`src/rtl/uart_rx.sv`:
```
// ---------------------------------------------------------------------------
// uart_rx -- 8N1 UART receiver with mid-bit sampling
//
// Recovers bytes from an asynchronous, idle-high serial line.  The line is
// brought into the clk_50M domain through a two-flop synchroniser.  A start
// edge is confirmed at the middle of the start bit.  Each following bit is
// then sampled one full bit period later.
//
// Parameters
//   CLKS_PER_BIT  clk_50M cycles per bit (legal 16..8191)
//   CNT_W         bit-period counter width; must hold CLKS_PER_BIT-1
//
// Ports
//   clk_50M    in   system clock
//   rst_n      in   asynchronous active-low reset
//   uart_rxd   in   asynchronous serial line, idle high
//   rx_data    out  [7:0] last correctly framed byte (first bit in bit 0)
//   rx_valid   out  one-cycle strobe, rx_data updated on the same cycle
//   frame_err  out  one-cycle strobe, stop bit sampled low
//   busy       out  high whenever the receiver is not idle
//
// Output handshake: rx_valid and frame_err are pure strobes with no ready.
// The consumer must capture rx_data on the cycle rx_valid is high.  rx_data
// then holds that value until the next good frame.  The two strobes are
// mutually exclusive, and neither is ever high on two consecutive cycles.
// ---------------------------------------------------------------------------
module uart_rx #(
    parameter int CLKS_PER_BIT = 5208,
    parameter int CNT_W        = 13
) (
    input  logic       clk_50M,
    input  logic       rst_n,
    input  logic       uart_rxd,
    output logic [7:0] rx_data,
    output logic       rx_valid,
    output logic       frame_err,
    output logic       busy
);

    localparam int HALF_BIT = CLKS_PER_BIT / 2;

    // Terminal counts, taken at the last cycle of the half/full bit period.
    localparam logic [CNT_W-1:0] HALF_LAST = CNT_W'(HALF_BIT - 1);
    localparam logic [CNT_W-1:0] BIT_LAST  = CNT_W'(CLKS_PER_BIT - 1);

    typedef enum logic [2:0] {
        IDLE    = 3'd0,
        START   = 3'd1,
        DATA    = 3'd2,
        STOP    = 3'd3,
        WAIT_HI = 3'd4
    } state_t;

    state_t           state;
    logic [CNT_W-1:0] clk_cnt;
    logic [2:0]       bit_cnt;
    logic [7:0]       shift_reg;
    logic             rxd_m;
    logic             rxd_s;

    // -----------------------------------------------------------------------
    // Two-flop synchroniser.  Both flops reset to the idle (high) level so
    // that leaving reset never looks like a start edge.
    // -----------------------------------------------------------------------
    always_ff @(posedge clk_50M or negedge rst_n) begin
        if (!rst_n) begin
            rxd_m <= 1'b1;
            rxd_s <= 1'b1;
        end else begin
            rxd_m <= uart_rxd;
            rxd_s <= rxd_m;
        end
    end

    // -----------------------------------------------------------------------
    // Receive FSM with registered outputs.
    //
    // The counter restarts on every state change.  IDLE and WAIT_HI never
    // look at the counter, so it is held at zero there.  This keeps it from
    // wrapping while the line sits idle or in a break for a long time.
    //
    // busy is registered together with the state, so it equals
    // (state != IDLE) and cannot glitch.
    // -----------------------------------------------------------------------
    always_ff @(posedge clk_50M or negedge rst_n) begin
        if (!rst_n) begin
            state     <= IDLE;
            clk_cnt   <= '0;
            bit_cnt   <= 3'd0;
            shift_reg <= 8'h00;
            rx_data   <= 8'h00;
            rx_valid  <= 1'b0;
            frame_err <= 1'b0;
            busy      <= 1'b0;
        end else begin
            // Strobes default low, so each one lasts exactly one cycle.
            rx_valid  <= 1'b0;
            frame_err <= 1'b0;
            clk_cnt   <= clk_cnt + CNT_W'(1);

            case (state)
                IDLE: begin
                    clk_cnt <= '0;
                    if (!rxd_s) begin
                        state <= START;
                        busy  <= 1'b1;
                    end
                end

                START: begin
                    if (clk_cnt == HALF_LAST) begin
                        clk_cnt <= '0;
                        if (!rxd_s) begin
                            state   <= DATA;
                            bit_cnt <= 3'd0;
                        end else begin
                            // Line went back high before mid start bit:
                            // treat it as noise, with no output activity.
                            state <= IDLE;
                            busy  <= 1'b0;
                        end
                    end
                end

                DATA: begin
                    if (clk_cnt == BIT_LAST) begin
                        clk_cnt   <= '0;
                        // LSB arrives first, so shift right and insert at
                        // the MSB.  After 8 samples, bit 0 is the first bit.
                        shift_reg <= {rxd_s, shift_reg[7:1]};
                        bit_cnt   <= bit_cnt + 3'd1;
                        if (bit_cnt == 3'd7) begin
                            state <= STOP;
                        end
                    end
                end

                STOP: begin
                    if (clk_cnt == BIT_LAST) begin
                        clk_cnt <= '0;
                        if (rxd_s) begin
                            // Return to IDLE at mid stop bit so a start
                            // bit right behind it is still caught.
                            rx_data  <= shift_reg;
                            rx_valid <= 1'b1;
                            state    <= IDLE;
                            busy     <= 1'b0;
                        end else begin
                            frame_err <= 1'b1;
                            state     <= WAIT_HI;
                        end
                    end
                end

                WAIT_HI: begin
                    // A held-low break is reported once, not as a stream
                    // of frames.  Wait for the line to come back high.
                    clk_cnt <= '0;
                    if (rxd_s) begin
                        state <= IDLE;
                        busy  <= 1'b0;
                    end
                end

                default: begin
                    clk_cnt <= '0;
                    state   <= IDLE;
                    busy    <= 1'b0;
                end
            endcase
        end
    end

endmodule

```
`config.mk`:
```
export PLATFORM = sky130hd
export DESIGN_NAME = uart_rx
export DESIGN_NICKNAME = d
export VERILOG_FILES = /design/src/rtl/uart_rx.sv
export SDC_FILE = /design/constraint.sdc
export NUM_CORES = 1
export LEC_CHECK = 0
export BUFFER_PORTS_ARGS = -buffer_cell sky130_fd_sc_hd__buf_2
export CORE_UTILIZATION = 66
export CTS_BUF_LIST = sky130_fd_sc_hd__clkbuf_4
export DETAILED_ROUTE_END_ITERATION = 16
export PLACE_DENSITY = 0.88
export RECOVER_POWER = 100
export SKIP_CTS_REPAIR_TIMING = 1
export SLEW_MARGIN = 25
export SYNTH_ARGS = -nofsm -noshare
export SYNTH_HDL_FRONTEND = slang
export SYNTH_SLANG_ARGS = --single-unit
export TNS_END_PERCENT = 10
```
`constraint.sdc`:
```
create_clock -name clk_50M -period 3.45 [get_ports clk_50M]
set_input_delay 0.1725 -clock clk_50M [delete_from_list [all_inputs] [get_ports clk_50M]]
set_output_delay 0.1725 -clock clk_50M [all_outputs]
set_load 0.03 [all_outputs]
```
Yosys cells after proc, flatten, opt, wreduce, memory -nomap -nowiden

Cells that the tools add are included.

Bits in registers: 40
Bits of input ports: 3
Output and inout bits: 11

Add/sub/neg operators: 2
Equality and inequality tests: 14
Muxes and demuxes: 27
Bitwise logic cells: 1
Reductions and logical operators: 8

Operators by type and width:

| cell                                                  | count |
|---|---|
| 2-to-1 mux 3 bit                                      | 10 |
| 2-to-1 mux 13 bit                                     | 2 |
| one-hot mux 13 bit (2 select lines)                   | 1 |
| one-hot mux 3 bit (5 select lines)                    | 1 |
| != test 2 bit, second input constant                  | 7 |
| adder 13 x 1 -> 13 bit, second input constant         | 1 |
| equality test 13 x 12 -> 1 bit, second input constant | 1 |
| equality test 13 bit, second input constant           | 1 |
| 2-to-1 mux 1 bit                                      | 10 |
| AND reduction 4 bit                                   | 2 |
| equality test 3 x 2 -> 1 bit, second input constant   | 2 |
| equality test 3 bit, second input constant            | 2 |
| one-hot mux 3 bit (2 select lines)                    | 1 |
| AND reduction 6 bit                                   | 1 |
| one-hot mux 1 bit (5 select lines)                    | 1 |
| adder 3 x 1 -> 3 bit, second input constant           | 1 |
| equality test 3 x 1 -> 1 bit, second input constant   | 1 |
| zero test 3 bit                                       | 1 |
| AND reduction 3 bit                                   | 1 |
| 2-to-1 mux 2 bit                                      | 1 |
| AND reduction 2 bit                                   | 1 |
| nonzero test 2 bit                                    | 1 |
| OR reduction 2 bit                                    | 1 |
| inverter 1 bit                                        | 1 |

Logic depth before layout (Yosys ltp)

Word-level depth: 4
Gate-level depth with buffers: 6
Depth with buffers taken out: 5

Least setup slack after synthesis

No wires, ideal clock.

Path type: register to register
From: register clk_cnt[0]
To: register rx_data[0]
Setup time: 125 ps
Data arrival time: 1,605 ps
Slack: 1,719 ps
Stages on the path, launching flop included: 7
Buffers on the path: 1
Period minus slack after synthesis: 1,731 ps
Cells stage by stage: dfrtp_1 > ha_1 > and4bb_2 > and3_4 > and3_4 > buf_12 > mux2_4

Word-level cells in the longest chain between the ends: 2

RTL lines:

| element                              | RTL line | source |
|---|---|---|
| start: declaration                   | 55       | `logic [CNT_W-1:0] clk_cnt;` |
| start signal: assignment             | 99       | `clk_cnt <= clk_cnt + CNT_W'(1);` |
| equality test 13 bit                 | 139      | `if (clk_cnt == BIT_LAST) begin` |
| AND reduction 3 bit (no source line) | n/a      |  |
| end signal: assignment               | 144      | `rx_data <= shift_reg;` |
| end: declaration                     | 34       | `output logic [7:0] rx_data,` |

No other way between the ends.
A chain may end at the register's enable or synchronous reset.

Final worst setup path

From: register clk_cnt[5]
To: register rx_data[3]

Same word-level chain as after synthesis.

==> impl_metrics.xml <==
<?xml version="1.0" encoding="UTF-8"?>
<metrics>
  <group name="route">
    <metric name="detail_route.vias_per_cell" unit="">6.12</metric>
    <metric name="drt-initial-drc-count" unit="">67</metric>
    <metric name="drtAntennaViolNets" unit="">0</metric>
    <metric name="route.vias.total" unit="">1230</metric>
    <metric name="drt_drc_violations_left" unit="">0</metric>
    <metric name="detail_route.wirelength" unit="um">3410</metric>
    <metric name="routed_len_inst" unit="um">17.0</metric>
    <metric name="drt_first_pass_iters" unit="">5</metric>
  </group>
  <group name="sta">
    <metric name="timing_worst_slew_pin_value" unit="ns">1.99</metric>
    <metric name="finalCritPeriodShare" unit="%">68.4</metric>
    <metric name="timing.final.setup_violations" unit="">0</metric>
    <metric name="hold_viol" unit="">0</metric>
    <metric name="max-slew-margin-rel" unit="%">-32.7</metric>
    <metric name="fin_setup_tns" unit="ns">0</metric>
    <metric name="post-route-min-period" unit="ns">2.36</metric>
    <metric name="timing.fmax" unit="MHz">424</metric>
    <metric name="fin_ws" unit="ns">1.09</metric>
    <metric name="timing.final.max_slew_violations" unit="">41</metric>
    <metric name="grt_setup_unrepaired" unit="">false</metric>
    <metric name="final.setup_skew" unit="ns">0.0145</metric>
  </group>
  <group name="die">
    <metric name="ports" unit="">14</metric>
    <metric name="dieWidth" unit="um">55.3</metric>
    <metric name="std_cell_rows" unit="">18</metric>
    <metric name="die-area" unit="um2">3060</metric>
    <metric name="initial_utilization" unit="%">72.5</metric>
    <metric name="die_height" unit="um">55.3</metric>
    <metric name="core_region_area" unit="um2">2590</metric>
  </group>
  <group name="clocking">
    <metric name="clk_transition_reported_paths" unit="ns">0.12</metric>
    <metric name="cts-root-buf" unit="">sky130_fd_sc_hd__clkbuf_4</metric>
    <metric name="clk_path_buf_depth" unit="">2</metric>
    <metric name="clock_tree_from_tritoncts" unit="">done</metric>
    <metric name="clk_latency" unit="ns">0.36</metric>
    <metric name="clock-sinks" unit="">40</metric>
    <metric name="number_of_clock_buffers_inserted_by_tritoncts" unit="">5</metric>
    <metric name="cts_htree_levels" unit="">2</metric>
  </group>
  <group name="yosys">
    <metric name="post_synth_most_frequent_cells" unit="">sky130_fd_sc_hd__dfrtp_1, sky130_fd_sc_hd__nor2_1, sky130_fd_sc_hd__mux2_2, sky130_fd_sc_hd__mux2_4, sky130_fd_sc_hd__xnor2_1</metric>
    <metric name="synth-main-ff-cell" unit="">sky130_fd_sc_hd__dfrtp_1</metric>
    <metric name="yosysWarnings" unit="">0</metric>
    <metric name="most_area_hungry_cell_type_in_the_yosys_netlist" unit="">sky130_fd_sc_hd__dfrtp_1</metric>
    <metric name="synth_largest_type_area_fraction" unit="%">50.6</metric>
    <metric name="syn-cell-area" unit="um2">1880</metric>
    <metric name="top_area_cells_in_the_synthesized_netlist" unit="">sky130_fd_sc_hd__dfrtp_1, sky130_fd_sc_hd__mux2_4, sky130_fd_sc_hd__mux2_2, sky130_fd_sc_hd__nor2_1, sky130_fd_sc_hd__xnor2_1</metric>
    <metric name="async_reset_ff_share" unit="%">100</metric>
    <metric name="synthMostInstantiatedCell" unit="">sky130_fd_sc_hd__dfrtp_1</metric>
    <metric name="synthesis.area_per_instance" unit="um2">12.3</metric>
    <metric name="synthDistinctLibCells" unit="">43</metric>
    <metric name="synth_edf_count" unit="">0</metric>
    <metric name="post_synth_inst_count" unit="">153</metric>
    <metric name="postSynthRegisterBits" unit="">40</metric>
    <metric name="synth_nets" unit="">159</metric>
    <metric name="ys_seq_area_share" unit="%">53.4</metric>
  </group>
  <group name="min_path">
    <metric name="timing.hold.worst.class" unit="">flip-flop to flip-flop</metric>
    <metric name="hold_path_depth" unit="">0</metric>
  </group>
  <group name="place">
    <metric name="post-place-cells" unit="">191</metric>
    <metric name="pre_cts_slack" unit="ns">1.56</metric>
    <metric name="detailedPlacementHpwl" unit="um">2360</metric>
    <metric name="io_buffers" unit="">13</metric>
    <metric name="place_congestion" unit="">0.892</metric>
  </group>
  <group name="power">
    <metric name="peakVddDrop" unit="V">0.000391</metric>
    <metric name="power_per_cell_area" unit="nW/um2">408</metric>
    <metric name="p_leak" unit="nW">0.900</metric>
  </group>
  <group name="setup_path">
    <metric name="crit_path_max_fanout" unit="">9</metric>
    <metric name="critical_path.endpoint_type" unit="">flip-flop</metric>
    <metric name="count_of_cells_along_the_worst_register_to_register_path" unit="">4</metric>
    <metric name="crit_required" unit="ns">3.71</metric>
    <metric name="worstSetupPathType" unit="">flip-flop to flip-flop</metric>
    <metric name="critPathArrivalTime" unit="ns">2.61</metric>
    <metric name="worstSetupStartpointType" unit="">flip-flop</metric>
  </group>
  <group name="cells_and_area">
    <metric name="n_antenna_cell" unit="">0</metric>
    <metric name="final_layout_size_suffix_gt1_share" unit="%">12.9</metric>
    <metric name="final.fill_count" unit="">182</metric>
    <metric name="multiInputGateArea" unit="um2">743</metric>
    <metric name="seq_area" unit="um2">1000</metric>
    <metric name="area_delta_synth_final" unit="%">4.40</metric>
    <metric name="max_ffs_per_register" unit="">13</metric>
    <metric name="post_layout_nonfiller_instances" unit="">201</metric>
    <metric name="number_of_nets_in_the_final_layout" unit="">176</metric>
  </group>
  <group name="outcome">
    <metric name="violations" unit="">max-capacitance violations, max-slew violations</metric>
    <metric name="run_status" unit="">complete, but fails checks</metric>
  </group>
  <group name="global_routing">
    <metric name="first_global_vias" unit="">1205</metric>
    <metric name="first_pass_grt_wire_length" unit="um">5810</metric>
    <metric name="global_route.usage.total" unit="%">25.0</metric>
    <metric name="grt_antenna_before_repair" unit="">0</metric>
    <metric name="grt_max_degree" unit="">41</metric>
    <metric name="grt_overflow_total" unit="">0</metric>
  </group>
  <group name="flow_run">
    <metric name="max-cap-violations" unit="">1</metric>
  </group>
</metrics>
[placed cells by master, fill, tap and decap left out, types with 3 or more instances in the layout]
master	instances
sky130_fd_sc_hd__clkbuf_4	5
sky130_fd_sc_hd__mux2_1	8
sky130_fd_sc_hd__xnor2_1	8
sky130_fd_sc_hd__inv_1	6
sky130_fd_sc_hd__nor2_1	19
sky130_fd_sc_hd__nand4_1	4
sky130_fd_sc_hd__nand3_1	4
sky130_fd_sc_hd__nor3_1	3
sky130_fd_sc_hd__nor2b_1	5
sky130_fd_sc_hd__dfrtp_1	38
sky130_fd_sc_hd__nand2_1	6
sky130_fd_sc_hd__nor4_1	3
sky130_fd_sc_hd__mux2_2	8
sky130_fd_sc_hd__clkbuf_1	12
sky130_fd_sc_hd__ha_1	3
sky130_fd_sc_hd__xor2_1	3
[routing by layer]
layer	track usage (%)	up-vias	wire (um)
li1	-	570	-
met1	33.9	587	1510
met2	35.1	53	1580
met3	8.20	20	188
met4	14.6	0	139
met5	0	-	0
[final timing paths]
| path | start | to | slack [ns] |
|---|---|---|---|
| max reg2reg | clk_cnt[5] | rx_data[3] | 1.09 |
| min | rxd_m | rxd_s | 0.37 |
| min reg2reg | rxd_m | rxd_s | 0.37 |
| min in group asynchronous | rst_n | clk_cnt[8] | 0.90 |
| max | clk_cnt[5] | rx_data[3] | 1.09 |
| max in group asynchronous | rst_n | clk_cnt[1] | 1.41 |
[worst max-delay path, cell delays in order, from the launching register on]
cell	delay (ns)
sky130_fd_sc_hd__dfrtp_1	0.46
sky130_fd_sc_hd__nor4b_1	0.67
sky130_fd_sc_hd__and3_4	0.31
sky130_fd_sc_hd__and3_1	0.44
sky130_fd_sc_hd__mux2_1	0.37
[layout make-up]
cell class                 count  area share (%)
sequential                    40            51.2
inverter                       6            1.15
clock buffer                   5            1.91
timing repair buffer          15            3.57
multi-input combinational    102            37.9
clock inverter                 3            2.36
tap                           30            1.91
[power breakdown]
part	switching [mW]	internal, mW
Combinational	0.0102	0.00318
Clock	0.160	0.155
Sequential	0.00141	0.471
Total	0.172	0.629
[through the flow]
step	total power [mW]	hold WS, ns	area, um2	util [%]
final	0.801	0.369	1960	75.7
after detailed placement	0.494	0.281	1940	74.8
after global routing	0.828	0.374	1960	75.7
after CTS	0.807	-0.108	2020	78.1
after global placement	0.493	0.280	1940	74.8
after floorplan	0.483	-0.123	1880	-
[cells by family after synthesis]
kind of cell	synth area share (%)
buffers and inverters	3.46
muxes	11.7
xor gates and xnor gates	5.13
AOI/OAI and AO/OA	5.80
adders and majority gates	2.00
DFF	53.4
and+or+nand+nor	18.5
Note: power is estimated with default switching activity, not from simulation.
